===== src/rtl/cpu_pkg.sv =====
// Shared fetch-stage constants: FSM state encoding, HLT opcode, NOP word and PC step.
package cpu_pkg;

  typedef logic [1:0] state_t;

  localparam state_t StFetch   = 2'd0;
  localparam state_t StHold    = 2'd1;
  localparam state_t StDiscard = 2'd2;
  localparam state_t StHalt    = 2'd3;

  localparam logic [3:0]  OP_HLT    = 4'hF;
  localparam logic [15:0] NOP_INSTR = 16'h0000;
  localparam logic [15:0] PC_INC    = 16'd2;

  // True when the word's opcode field marks a halt instruction.
  function automatic logic is_hlt(input logic [15:0] word);
    return word[15:12] == OP_HLT;
  endfunction

endpackage


===== src/rtl/fetch_unit_if.sv =====
// Instruction-memory bus between the fetch unit (master) and memory (slave).
interface fetch_unit_if;

  logic        imem_req;
  logic [15:0] imem_addr;
  logic [15:0] imem_rdata;
  logic        imem_valid;

  modport master (
    output imem_req,
    output imem_addr,
    input  imem_rdata,
    input  imem_valid
  );

  modport slave (
    input  imem_req,
    input  imem_addr,
    output imem_rdata,
    output imem_valid
  );

endinterface


===== src/rtl/if_id_reg.sv =====
// Fetch/decode pipeline register: clear beats hold, hold beats load, otherwise a bubble.
module if_id_reg
  import cpu_pkg::*;
(
  input  logic        clk,
  input  logic        rst,
  input  logic        i_clear,
  input  logic        i_hold,
  input  logic        i_load,
  input  logic [15:0] i_instr,
  input  logic [15:0] i_pc,
  output logic [15:0] o_instr,
  output logic [15:0] o_pc,
  output logic        o_valid
);

  logic [15:0] r_instr;
  logic [15:0] r_pc;
  logic        r_valid;

  // Register update; pc is left alone on clear/bubble since it is meaningless without valid.
  always_ff @(posedge clk or negedge rst) begin
    if (!rst) begin
      r_instr <= NOP_INSTR;
      r_pc    <= 16'h0000;
      r_valid <= 1'b0;
    end else if (i_clear) begin
      r_instr <= NOP_INSTR;
      r_valid <= 1'b0;
    end else if (!i_hold) begin
      if (i_load) begin
        r_instr <= i_instr;
        r_pc    <= i_pc;
        r_valid <= 1'b1;
      end else begin
        r_instr <= NOP_INSTR;
        r_valid <= 1'b0;
      end
    end
  end

  assign o_instr = r_instr;
  assign o_pc    = r_pc;
  assign o_valid = r_valid;

endmodule


===== src/rtl/fetch_unit.sv =====
// Instruction fetch unit with one-entry stall buffer and branch redirect.
// Optional HLT support is enabled by defining FETCH_HALT_EN.
module fetch_unit
  import cpu_pkg::*;
#(
  parameter logic [15:0] RESET_PC = 16'h0000
) (
  input  logic               clk,
  input  logic               rst,
  input  logic               stall,
  input  logic               flush,
  input  logic [15:0]        branch_target,
  fetch_unit_if.master       imem,
  output logic [15:0]        instr,
  output logic [15:0]        pc,
  output logic               valid
);

  state_t      r_state, w_state_d;
  logic [15:0] r_pc_reg, w_pc_d;
  logic [15:0] r_buf, w_buf_d;
  // Address still owed a response after a flush; replayed while discarding.
  logic [15:0] r_addr, w_addr_d;
  logic [15:0] w_pc_inc;
  logic        w_clear, w_hold, w_load;
  logic [15:0] w_load_instr, w_load_pc;

  assign w_pc_inc = r_pc_reg + PC_INC;

  // Bus outputs; req tied low while reset is asserted.
  always_comb begin
    imem.imem_req  = rst && ((r_state == StFetch) || (r_state == StDiscard));
    imem.imem_addr = (r_state == StDiscard) ? r_addr : r_pc_reg;
  end

  // Next-state, pc_reg/buffer update and pipeline-register control.
  always_comb begin
    w_state_d    = r_state;
    w_pc_d       = r_pc_reg;
    w_buf_d      = r_buf;
    w_addr_d     = r_addr;
    w_clear      = 1'b0;
    w_hold       = 1'b0;
    w_load       = 1'b0;
    w_load_instr = r_buf;
    w_load_pc    = r_pc_reg;
    if (flush) begin
      w_clear = 1'b1;
      w_pc_d  = branch_target;
    end
    case (r_state)
      StFetch: begin
        if (flush) begin
          if (!imem.imem_valid) begin
            w_state_d = StDiscard;
            w_addr_d  = r_pc_reg;
          end
        end else if (imem.imem_valid) begin
          w_pc_d = w_pc_inc;
          if (stall) begin
            w_hold    = 1'b1;
            w_buf_d   = imem.imem_rdata;
            w_state_d = StHold;
          end else begin
            w_load       = 1'b1;
            w_load_instr = imem.imem_rdata;
            w_load_pc    = w_pc_inc;
`ifdef FETCH_HALT_EN
            if (is_hlt(imem.imem_rdata)) w_state_d = StHalt;
`endif
          end
        end else begin
          w_hold = stall;
        end
      end
      StHold: begin
        if (flush) begin
          w_state_d = StFetch;
        end else if (stall) begin
          w_hold = 1'b1;
        end else begin
          // pc_reg already advanced past the buffered word when it was captured.
          w_load    = 1'b1;
          w_state_d = StFetch;
`ifdef FETCH_HALT_EN
          if (is_hlt(r_buf)) w_state_d = StHalt;
`endif
        end
      end
      StDiscard: begin
        if (imem.imem_valid) w_state_d = StFetch;
        if (!flush) w_hold = stall;
      end
`ifdef FETCH_HALT_EN
      StHalt: begin
        if (flush) w_state_d = StFetch;
        else       w_hold    = stall;
      end
`endif
      default: w_state_d = StFetch;
    endcase
  end

  // State registers.
  always_ff @(posedge clk or negedge rst) begin
    if (!rst) begin
      r_state  <= StFetch;
      r_pc_reg <= RESET_PC;
      r_buf    <= NOP_INSTR;
      r_addr   <= RESET_PC;
    end else begin
      r_state  <= w_state_d;
      r_pc_reg <= w_pc_d;
      r_buf    <= w_buf_d;
      r_addr   <= w_addr_d;
    end
  end

  if_id_reg u_if_id_reg (
    .clk     (clk),
    .rst     (rst),
    .i_clear (w_clear),
    .i_hold  (w_hold),
    .i_load  (w_load),
    .i_instr (w_load_instr),
    .i_pc    (w_load_pc),
    .o_instr (instr),
    .o_pc    (pc),
    .o_valid (valid)
  );

endmodule


===== src/flat_wrapper.sv =====
// flat-port wrapper written by rule: the top's interface ports become plain ports
module fetch_unit_flat import cpu_pkg::*;
#(
  parameter logic [15:0] RESET_PC = 16'h0000
)
  (clk, rst, stall, flush, branch_target, instr, pc, valid, imem_imem_req, imem_imem_addr, imem_imem_rdata, imem_imem_valid);
  fetch_unit_if imem_i ();
  input  logic clk;
  input  logic rst;
  input  logic stall;
  input  logic flush;
  input  logic [15:0] branch_target;
  output logic [15:0] instr;
  output logic [15:0] pc;
  output logic valid;
  output wire logic [$bits(imem_i.imem_req)-1:0] imem_imem_req;
  output wire logic [$bits(imem_i.imem_addr)-1:0] imem_imem_addr;
  input wire logic [$bits(imem_i.imem_rdata)-1:0] imem_imem_rdata;
  input wire logic [$bits(imem_i.imem_valid)-1:0] imem_imem_valid;
  assign imem_imem_req = imem_i.imem_req;
  assign imem_imem_addr = imem_i.imem_addr;
  assign imem_i.imem_rdata = imem_imem_rdata;
  assign imem_i.imem_valid = imem_imem_valid;
  fetch_unit #(.RESET_PC(RESET_PC)) u_core (.clk(clk), .rst(rst), .stall(stall), .flush(flush), .branch_target(branch_target), .imem(imem_i), .instr(instr), .pc(pc), .valid(valid));
endmodule

===== config.mk =====
export PLATFORM = sky130hd
export DESIGN_NAME = fetch_unit_flat
export DESIGN_NICKNAME = d
export VERILOG_FILES = /design/src/rtl/cpu_pkg.sv /design/src/rtl/fetch_unit_if.sv /design/src/rtl/if_id_reg.sv /design/src/rtl/fetch_unit.sv /design/src/flat_wrapper.sv
export SDC_FILE = /design/constraint.sdc
export NUM_CORES = 1
export LEC_CHECK = 0
export ABC_AREA = 1
export BUFFER_PORTS_ARGS = -buffer_cell sky130_fd_sc_hd__buf_2
export CORE_UTILIZATION = 55
export DETAILED_ROUTE_END_ITERATION = 12
export HOLD_SLACK_MARGIN = 0.06
export PLACE_DENSITY = 0.88
export SLEW_MARGIN = 10
export SYNTH_ARGS = -nofsm -noshare
export SYNTH_HDL_FRONTEND = slang
export SYNTH_SLANG_ARGS = --single-unit

===== constraint.sdc =====
create_clock -name clk -period 1.5 [get_ports clk]
set_input_delay 0.225 -clock clk [delete_from_list [all_inputs] [get_ports clk]]
set_output_delay 0.225 -clock clk [all_outputs]
set_load 0.01 [all_outputs]

==> flow_summary.json <==
{
  "via_count": 4199,
  "cap_violations": 0,
  "drt_iter0_drc": 408,
  "setup_viol": 27,
  "yosys_warnings": 0,
  "final_nets": 657,
  "wl_um": 12240,
  "clock.fmax_ghz": 0.5981,
  "postRouteAntennaNets": 0,
  "yosys.area_share.simple_pct": 25.83,
  "powerDensity_nw_per_um2": 1227,
  "ys.flop_type": "dfrtp_1",
  "drcViolationCount": 0,
  "synth-seq-cells": 83,
  "worst_slack_ps": -172.0,
  "fin_crit_ps": 1672,
  "syn-cell-area_sq_um": 4121,
  "syn_nets": 549,
  "startpoint": "u_core.r_state[0]",
  "layout_common_cells": "nand2_1, buf_2, dfrtp_1",
  "cts_buffer_depth": 2,
  "grt.total_usage_pct": 29.66,
  "die_h_um": 88.57,
  "antenna_found_initial": 0,
  "synth_edf_count": 0,
  "yosys.area.top_type_share_pct": 50.39,
  "p_leak_uw": 0.002698,
  "cp_max_fo": 8,
  "slew_headroom_pct": 70.12,
  "status": "finished, violations left",
  "arrival_ps": 1450,
  "htree_levels": 3,
  "synth_top_family_by_area": "simple AND/OR/NAND/NOR gates",
  "diodes": 0,
  "post-route-period-util_pct": 111.5,
  "cts_buffers": 9,
  "die_area_sq_um": 7844,
  "drive_gt1_share_pct": 33.17,
  "r2r-start": "u_core.r_state[0]",
  "slew_violations": 0,
  "stdcell_area_sq_um": 5346,
  "avgSynthCellArea_sq_um": 8.065,
  "grt_pass1_wl_um": 17510,
  "place.detailed.hpwl_um": 7652,
  "area_delta_synth_final_pct": 29.72,
  "ios": 87,
  "crit_path_start_kind": "register",
  "clk_pin_slew_ps": 90,
  "preCtsSetupSlack_ps": 23.82,
  "synthCells": 511,
  "crit_type": "register to output port",
  "wire_per_inst_um": 16.93,
  "final_common_cell": "nand2_1",
  "overflow": 0,
  "port_buffers": 86,
  "violations": "setup timing",
  "hold_violations": 0,
  "post-synth-top-area-cell": "dfrtp_1",
  "grt_max_degree": 84,
  "reg2reg_slack_ps": -140,
  "crit_buf_inv": 3,
  "ys_seq_area_share_pct": 50.39,
  "worstPathCellList": "inv_2, nand2_4, clkbuf_16, nor2_2, a21oi_2, buf_2",
  "first_pass_iters": 5,
  "grt_setup_unrepaired": "true",
  "peakVddDrop_mv": 0.5847,
  "place_area_sq_um": 4751,
  "synth_fa_ha_area_share_pct": 0.3036,
  "fin_skew_ps": 10.73,
  "rows": 31,
  "worst_path_largest_cell_delay_ps": 410,
  "synth_cell_types": 30,
  "muxShareOfSynthArea_pct": 0,
  "vias_per_cell": 5.808,
  "end_kind": "output port",
  "critPathTopFamily": "buffers and inverters",
  "worst_slew_pin_slew_ps": 448.2,
  "root_buffer": "clkbuf_8",
  "core_area_sq_um": 7253,
  "first_global_vias": 3677,
  "clock_sinks": 83,
  "hp-start": "imem_imem_rdata[12]",
  "synthArstFlopShare_pct": 100.0,
  "cp_slowest_cell": "dfrtp_1",
  "place.gp.congestion": 0.9448,
  "timing.hold.ws_ps": 74.71,
  "synth-xor-area-share_pct": 2.125,
  "cts_tree": "built",
  "min_path_type": "input pin to register",
  "synth.area.top_cells": "dfrtp_1, nand2_1, o21ai_0, nand3_1, nor2_1",
  "synth_compound_area_share_pct": 14.27,
  "clock_latency_ps": 350,
  "required_ps": 1270,
  "die_x_um": 88.57,
  "floorplan.initialDensity_pct": 56.82
}
[tightest hold or removal path: stages]
cell	delay, ps
buf_2	80
nand2_1	50
nand2_1	50
[synthesized netlist by cell type, types with 9 or more instances]
| master | n |
|---|---|
| nand2_1 | 137 |
| dfrtp_1 | 83 |
| o21ai_0 | 56 |
| nor2_1 | 42 |
| nand3_1 | 41 |
| inv_1 | 37 |
| a21oi_1 | 21 |
| o21ai_1 | 10 |
| o22ai_1 | 10 |
| clkbuf_1 | 9 |
| xor2_1 | 9 |
[power by group]
part           internal, uW  switching [uW]
logic                   816            1190
registers              2680             354
clock network           695             824
[routing by layer]
metal / GRT usage, % / wire length, um / up-vias
met4: 13.49 / 461 / 0
met5: 0 / 0 / -
met2: 46.92 / 5940 / 245
met3: 4.104 / 890 / 49
li1: - / - / 1887
met1: 40.83 / 4946 / 2018
[final timing paths]
path | cells after the start | end
setup / recovery | 6 | imem_imem_addr[7]
hold / removal | 3 | u_core.r_buf[12]
hold reg to reg | 2 | u_core.u_if_id_reg.o_pc[6]
min in group asynchronous | 3 | u_core.r_addr[9]
setup reg to reg | 7 | u_core.u_if_id_reg.o_pc[1]
max in group asynchronous | 3 | u_core.u_if_id_reg.o_pc[11]
[final cells by class]
| type | instances | area (sq um) |
|---|---|---|
| clock inverters | 5 | 35.03 |
| multi-input cells | 363 | 1967 |
| fillers | 494 | 1907 |
| flip-flops and latches | 83 | 2081 |
| well taps | 99 | 123.9 |
| inverters | 43 | 170.2 |
| repair buffers | 119 | 818.3 |
| clock buffers | 11 | 151.4 |
[through the flow]
step | total power (uW) | std cells | setup TNS [ps] | utilization (%)
2_1_floorplan | 3954 | 511 | 0 | -
3_3_place_gp | 4568 | 695 | 0 | 65.50
3_5_place_dp | 4649 | 695 | 0 | 65.50
4_1_cts | 6263 | 716 | -1593 | 70.11
5_1_grt | 6888 | 723 | -4559 | 73.71
6_report | 6560 | 723 | -2802 | 73.71
[what timing repair did]
action | in CTS | in global routing
hold buffers | 1 | 0
pin swaps | 1 | 14
resized for setup | 27 | 65
setup buffers | 3 | 5
gates cloned | 1 | 3
hold endpoints to repair | 83 | 0
endpoints found under the setup margin | 16 | 56
[logic make-up after synthesis]
kind of cell	count (synthesis)
DFF	83
and+or+nand+nor	242
AOI/OAI and AO/OA	109
adders and majority gates	1
buffers and inverters	66
xor gates and xnor gates	10
Power figures use the tool's default switching activity.
